## src/rtl/sobel_pkg.sv

```systemverilog
// Shared definitions for the image transmit path: frame FSM encoding,
// 8N1 frame length and a counter-width helper.
package sobel_pkg;

   typedef enum logic [2:0] {
      StIdle    = 3'd0,
      StCarrega = 3'd1,
      StEnvia   = 3'd2,
      StAvanca  = 3'd3,
      StEspera  = 3'd4,
      StFim     = 3'd5
   } tx_state_e;

   // Start bit + 8 data bits + stop bit.
   localparam int unsigned UartFrameBits = 10;

   // Bits needed to hold values 0..n-1, never less than one.
   function automatic int unsigned cnt_width(input int unsigned n);
      return (n > 1) ? $clog2(n) : 1;
   endfunction

endpackage

```

## src/rtl/uart_tx_serial.sv

```systemverilog
// 8N1 UART serializer: loads a byte on partida, shifts it out LSB first and
// flags pronto during the final cycle of the stop bit.
module uart_tx_serial
   import sobel_pkg::*;
#(
   parameter int unsigned CLKS_PER_BIT = 434
) (
   input  logic       clock,
   input  logic       reset,
   input  logic       partida,
   input  logic [7:0] dado,
   output logic       serial_out,
   output logic       pronto
);

   localparam int unsigned BaudW = cnt_width(CLKS_PER_BIT);
   localparam int unsigned BitW  = cnt_width(UartFrameBits);
   localparam logic [BaudW-1:0] BaudLast = BaudW'(CLKS_PER_BIT - 1);
   localparam logic [BitW-1:0]  BitLast  = BitW'(UartFrameBits - 1);

   logic             busy_q, busy_d;
   logic [BaudW-1:0] baud_q, baud_d;
   logic [BitW-1:0]  bit_q, bit_d;
   logic [8:0]       shift_q, shift_d;
   logic             line_q, line_d;
   logic             bit_end;

   assign bit_end    = busy_q && (baud_q == BaudLast);
   assign serial_out = line_q;

   always_comb begin
      busy_d  = busy_q;
      baud_d  = baud_q;
      bit_d   = bit_q;
      shift_d = shift_q;
      line_d  = line_q;
      // Combinational so the frame FSM leaves ENVIA on the last stop-bit cycle.
      pronto  = bit_end && (bit_q == BitLast);

      if (!busy_q) begin
         if (partida) begin
            busy_d  = 1'b1;
            baud_d  = '0;
            bit_d   = '0;
            // Data bits followed by the stop bit; the start bit goes out now.
            shift_d = {1'b1, dado};
            line_d  = 1'b0;
         end
      end else if (bit_end) begin
         baud_d = '0;
         if (bit_q == BitLast) begin
            busy_d = 1'b0;
            line_d = 1'b1;
         end else begin
            line_d  = shift_q[0];
            shift_d = {1'b1, shift_q[8:1]};
            bit_d   = bit_q + 1'b1;
         end
      end else begin
         baud_d = baud_q + 1'b1;
      end
   end

   always_ff @(posedge clock or negedge reset) begin
      if (!reset) begin
         busy_q  <= 1'b0;
         baud_q  <= '0;
         bit_q   <= '0;
         shift_q <= '0;
         line_q  <= 1'b1;
      end else begin
         busy_q  <= busy_d;
         baud_q  <= baud_d;
         bit_q   <= bit_d;
         shift_q <= shift_d;
         line_q  <= line_d;
      end
   end

endmodule

```

## src/rtl/image_tx_streamer.sv

```systemverilog
// Streams one WIDTH*HEIGHT framebuffer over UART 8N1 per iniciar request,
// pacing framebuffer reads with tx_pronto.
module image_tx_streamer
   import sobel_pkg::*;
#(
   parameter int unsigned WIDTH        = 160,
   parameter int unsigned HEIGHT       = 120,
   parameter int unsigned CLKS_PER_BIT = 434
) (
   input  logic       clock,
   input  logic       reset,
   input  logic       iniciar,
   input  logic [7:0] pixel_in,
   output logic       tx_pronto,
   output logic       serial_out,
   output logic       ocupado,
   output logic       fim_transmissao
);

   localparam int unsigned NumPixels = WIDTH * HEIGHT;
   localparam int unsigned PixW      = cnt_width(NumPixels);
   localparam logic [PixW-1:0] PixLast = PixW'(NumPixels - 1);

   tx_state_e       state_q, state_d;
   logic [PixW-1:0] pix_cnt_q, pix_cnt_d;
   logic            partida;
   logic            pronto;

   uart_tx_serial #(
      .CLKS_PER_BIT(CLKS_PER_BIT)
   ) u_serial (
      .clock     (clock),
      .reset     (reset),
      .partida   (partida),
      .dado      (pixel_in),
      .serial_out(serial_out),
      .pronto    (pronto)
   );

   assign ocupado = (state_q != StIdle);

   always_comb begin
      state_d         = state_q;
      pix_cnt_d       = pix_cnt_q;
      partida         = 1'b0;
      tx_pronto       = 1'b0;
      fim_transmissao = 1'b0;

      case (state_q)
         StIdle: begin
            if (iniciar) begin
               state_d   = StCarrega;
               pix_cnt_d = '0;
            end
         end
         StCarrega: begin
            partida = 1'b1;
            state_d = StEnvia;
         end
         StEnvia: begin
            if (pronto) state_d = StAvanca;
         end
         StAvanca: begin
            tx_pronto = 1'b1;
            // Last pixel leaves the counter alone; FIM clears it.
            if (pix_cnt_q == PixLast) begin
               state_d = StFim;
            end else begin
               pix_cnt_d = pix_cnt_q + 1'b1;
               state_d   = StEspera;
            end
         end
         StEspera: begin
            state_d = StCarrega;
         end
         StFim: begin
            fim_transmissao = 1'b1;
            pix_cnt_d       = '0;
            state_d         = StIdle;
         end
         default: begin
            state_d = StIdle;
         end
      endcase
   end

   always_ff @(posedge clock or negedge reset) begin
      if (!reset) begin
         state_q   <= StIdle;
         pix_cnt_q <= '0;
      end else begin
         state_q   <= state_d;
         pix_cnt_q <= pix_cnt_d;
      end
   end

endmodule
```

## config.mk

```make
export PLATFORM = sky130hd
export DESIGN_NAME = image_tx_streamer
export DESIGN_NICKNAME = d
export VERILOG_FILES = /design/src/rtl/sobel_pkg.sv /design/src/rtl/uart_tx_serial.sv /design/src/rtl/image_tx_streamer.sv
export SDC_FILE = /design/constraint.sdc
export NUM_CORES = 1
export LEC_CHECK = 0
export ABC_CLOCK_PERIOD_IN_PS = 3300
export BUFFER_PORTS_ARGS = -buffer_cell sky130_fd_sc_hd__clkbuf_2
export CAP_MARGIN = 0
export CORE_MARGIN = 2
export CORE_UTILIZATION = 43
export CTS_BUF_LIST = sky130_fd_sc_hd__clkbuf_2 sky130_fd_sc_hd__clkbuf_4 sky130_fd_sc_hd__clkbuf_8
export CTS_CLUSTER_DIAMETER = 30
export DETAILED_ROUTE_END_ITERATION = 10
export PLACE_DENSITY = 0.67
export SYNTH_ARGS = -nofsm -noshare
export SYNTH_HDL_FRONTEND = slang
export SYNTH_SLANG_ARGS = --single-unit
export TNS_END_PERCENT = 10
```

## constraint.sdc

```tcl
create_clock -name clock -period 3.3 [get_ports clock]
set_input_delay 0.33 -clock clock [delete_from_list [all_inputs] [get_ports clock]]
set_output_delay 0.33 -clock clock [all_outputs]
set_load 0.05 [all_outputs]
```

==> flow_summary_export.csv <==
group,metric,value,unit
run_status,status,"complete, no violations",
die,core-area,5470,um^2
die,die_area,6260,um^2
detailed_routing,drc,0,
synth,synthArstFlopShare,1.00,
pwr,p_sw_frac,0.239,
clock_network,cts_setup_buffers,0,
worst_setup_path,crit_family,"buffers and inverters",
worst_setup_path,crit_start,"state_q[2]$_DFFE_PN0P_",
cells_and_area,nets,270,
global_routing,gr-usage-met2,0.259,
global_routing,grt_pass1_vias,1846,
timing,setup_viol,0,
synth,synth_top_area_cell,"dfrtp_1",
global_routing,gr-usage-met1,0.230,
timing,whs,192,ps
cells_and_area,fillers,529,
global_routing,met3_usage,0.0386,
synth,syn_inst,244,
worst_setup_path,critPathLaunchType,"flop",
cells_and_area,final_cell_mix,"dfrtp_1, a21oi_1, mux2i_1, o21ai_0, clkbuf_2",
worst_setup_path,endpoint,"tx_pronto",
die,ios,15,
placed_design,io_buffer_count,14,
worst_setup_path,cp_data_required_time,2970,ps
timing,skew,11.9,ps
worst_setup_path,worstPathMaxFanout,19,
synth,ys_seq_elements,42,
worst_setup_path,path_cells,"nand3b_2 -> inv_1 -> clkbuf_2",
pwr,p_seq_frac,0.584,
timing,fin_crit,2330,ps
worst_setup_path,path_buf_inv,2,
die,chipWidth,79.1,um
clock_network,cts_resized,0,
cells_and_area,regArea,1050,um^2
global_routing,grt_pass1_wl,8480,um
synth,synth_area,2420,um^2
clock_network,cts-buffers-inserted,5,
placed_design,hpwl,3170,um
clock_network,clkLatencyLatePin,300,ps
detailed_routing,antenna_left,0,
die,die_y,79.1,um
detailed_routing,drt_iter0_drc,134,
timing,tightest_slew,1060,ps
timing,final-max-slew-violation-count,0,
clock_network,cts.sinks,42,
worst_setup_path,max_stage_delay,470,ps
synth,synthTopCellsByArea,"dfrtp_1, mux2i_1, a21oi_1",
synth,ys_types,60,
timing,rsz0062_at_grt,"no",
synth,synth_top_area_frac,0.423,
synth,synth.avg_cell_area,9.94,um^2
global_routing,antenna_found_initial,0,
pwr,power_density,343,nW/um^2
global_routing,grt-ovfl-total,0,
clock_network,cts_tree,"built",
cells_and_area,final_common_cell,"dfrtp_1",
clock_network,clk_path_buf_depth,2,
worst_setup_path,cp.depth,3,
detailed_routing,vias,1911,
synth,synthFlopType,"dfrtp_1",
clock_network,root_buffer,"clkbuf_8",
global_routing,grt_busiest_layer,"met2",
worst_setup_path,reg2reg_depth,6,
detailed_routing,wl_per_cell,14.3,um
timing,hold_violations,0,
global_routing,grt_max_degree,43,
pwr,p_leak,1.15,nW
timing,tns,0,ps
cells_and_area,num_antenna_cells,0,
synth,synth_sequential_area_ratio,0.434,
placed_design,finalWeightedCongestion,0.807,
cells_and_area,syn2layout_area_growth,7.69,%
pwr,p_switching,0.213,mW
pwr,power_frac_clock,0.389,
detailed_routing,finalWirelength,4690,um
detailed_routing,first_pass_iters,4,
timing,max_slew_margin,0.293,
worst_setup_path,cpMaxStageDelayCell,"nand3b_2",
timing,period_share,0.707,
synth,yosys_warnings,0,
pwr,p_int,0.681,mW
clock_network,clkSlewWorstSetupHoldPaths,90,ps
cells_and_area,drive_above_1_share,0.149,
timing,max_freq,428,MHz
die,start_util,0.443,
cells_and_area,final_core_util,0.477,
flow_run,drv_cap,0,
worst_setup_path,worst_setup_path_end_kind,"output pin",
clock_network,hold_buffers,0,
synth,synth_edf_count,0,
pwr,comb_power_share,0.027,
worst_setup_path,reg2reg_slack,1090,ps
worst_hold_path,min_path_type,"in -> async",
pwr,vdd_drop_max,0.241,mV
synth,synth_nets,260,
global_routing,grt_usage,0.168,
worst_setup_path,worst_ep_arrival_time,2000,ps
detailed_routing,vias_per_cell,5.84,
worst_setup_path,regToRegEndpoint,"u_serial.bit_q[3]$_DFFE_PN0P_",
clock_network,htree_levels,2,
worst_setup_path,r2r_start,"u_serial.baud_q[1]$_DFFE_PN0P_",
worst_setup_path,critPathKind,"reg -> out",
die,rows,27,
cells_and_area,multiInputGateArea,1250,um^2
Yosys cell counts, drive strengths merged, types with 3 or more instances:
library cell	instances
nor3	6
nand2b	5
nor3b	4
nand3	12
nor2	8
a21oi	19
mux2i	15
a21o	5
ha	5
o21ai	16
buf	8
inv	12
a22o	4
a31oi	9
and3	6
clkbuf	4
dfrtp	41
nand4b	3
o22a	6
nand2	11
nand4	6
nor4	8
worst min-delay path by stage:
stage	slack, ps	start	to
2_1_floorplan	30	reset	pix_cnt_q[0]$_DFFE_PN0P_
3_3_place_gp	470	u_serial.shift_q[8]$_DFFE_PN0P_	u_serial.shift_q[8]$_DFFE_PN0P_
3_5_place_dp	470	u_serial.shift_q[8]$_DFFE_PN0P_	u_serial.shift_q[8]$_DFFE_PN0P_
4_1_cts	240	reset	pix_cnt_q[4]$_DFFE_PN0P_
5_1_grt	300	reset	pix_cnt_q[7]$_DFFE_PN0P_
6_report	190	reset	pix_cnt_q[7]$_DFFE_PN0P_
logic make-up (layout without fill, tap and decap cells):
family | after synthesis | count (layout) | synth area share
AOI/OAI and AO/OA | 74 | 74 | 0.210
xor gates and xnor gates | 2 | 2 | 0.00723
adders and majority gates | 5 | 5 | 0.0258
buffers and inverters | 24 | 35 | 0.0495
DFF | 42 | 42 | 0.434
muxes | 16 | 16 | 0.0666
and+or+nand+nor | 81 | 81 | 0.207
layout make-up:
class | count | share of cell area
inverter | 12 | 0.0172
clock inverter | 3 | 0.00958
sequential | 42 | 0.403
tap | 72 | 0.0345
timing repair buffer | 15 | 0.0297
clock buffer | 5 | 0.0264
multi-input combinational | 178 | 0.480
registers in the layout, indices dropped and copies added (netlist names):
name and cells:
u_serial.serial_out 1, u_serial.baud_q 9, u_serial.bit_q 4, state_q 3
pix_cnt_q 15, u_serial.shift_q 9, u_serial.busy_q 1
power groups by stage:
stage | logic, mW | clock network (mW) | registers, mW
final | 0.0241 | 0.348 | 0.523
after global routing | 0.0288 | 0.394 | 0.523
after CTS | 0.0252 | 0.362 | 0.522
after detailed placement | 0.0254 | 0 | 0.532
after global placement | 0.0249 | 0 | 0.532
after floorplan | 0.00773 | 0 | 0.532
per-layer routing:
layer | wire [um] | vias up
li1 | - | 943
met1 | 2280 | 934
met2 | 2190 | 28
met3 | 156 | 6
met4 | 59 | 0
met5 | 0 | -
metrics by stage:
| stage | total power [mW] | setup slack [ps] | instance area, um^2 | cells |
|---|---|---|---|---|
| floorplan | 0.539 | 1630 | 2420 | 244 |
| global placement | 0.557 | 1170 | 2520 | 319 |
| detailed placement | 0.558 | 1090 | 2520 | 319 |
| CTS | 0.909 | 955 | 2610 | 327 |
| global route | 0.946 | 775 | 2610 | 327 |
| finish | 0.894 | 966 | 2610 | 327 |
(Power assumes the default switching activity.)
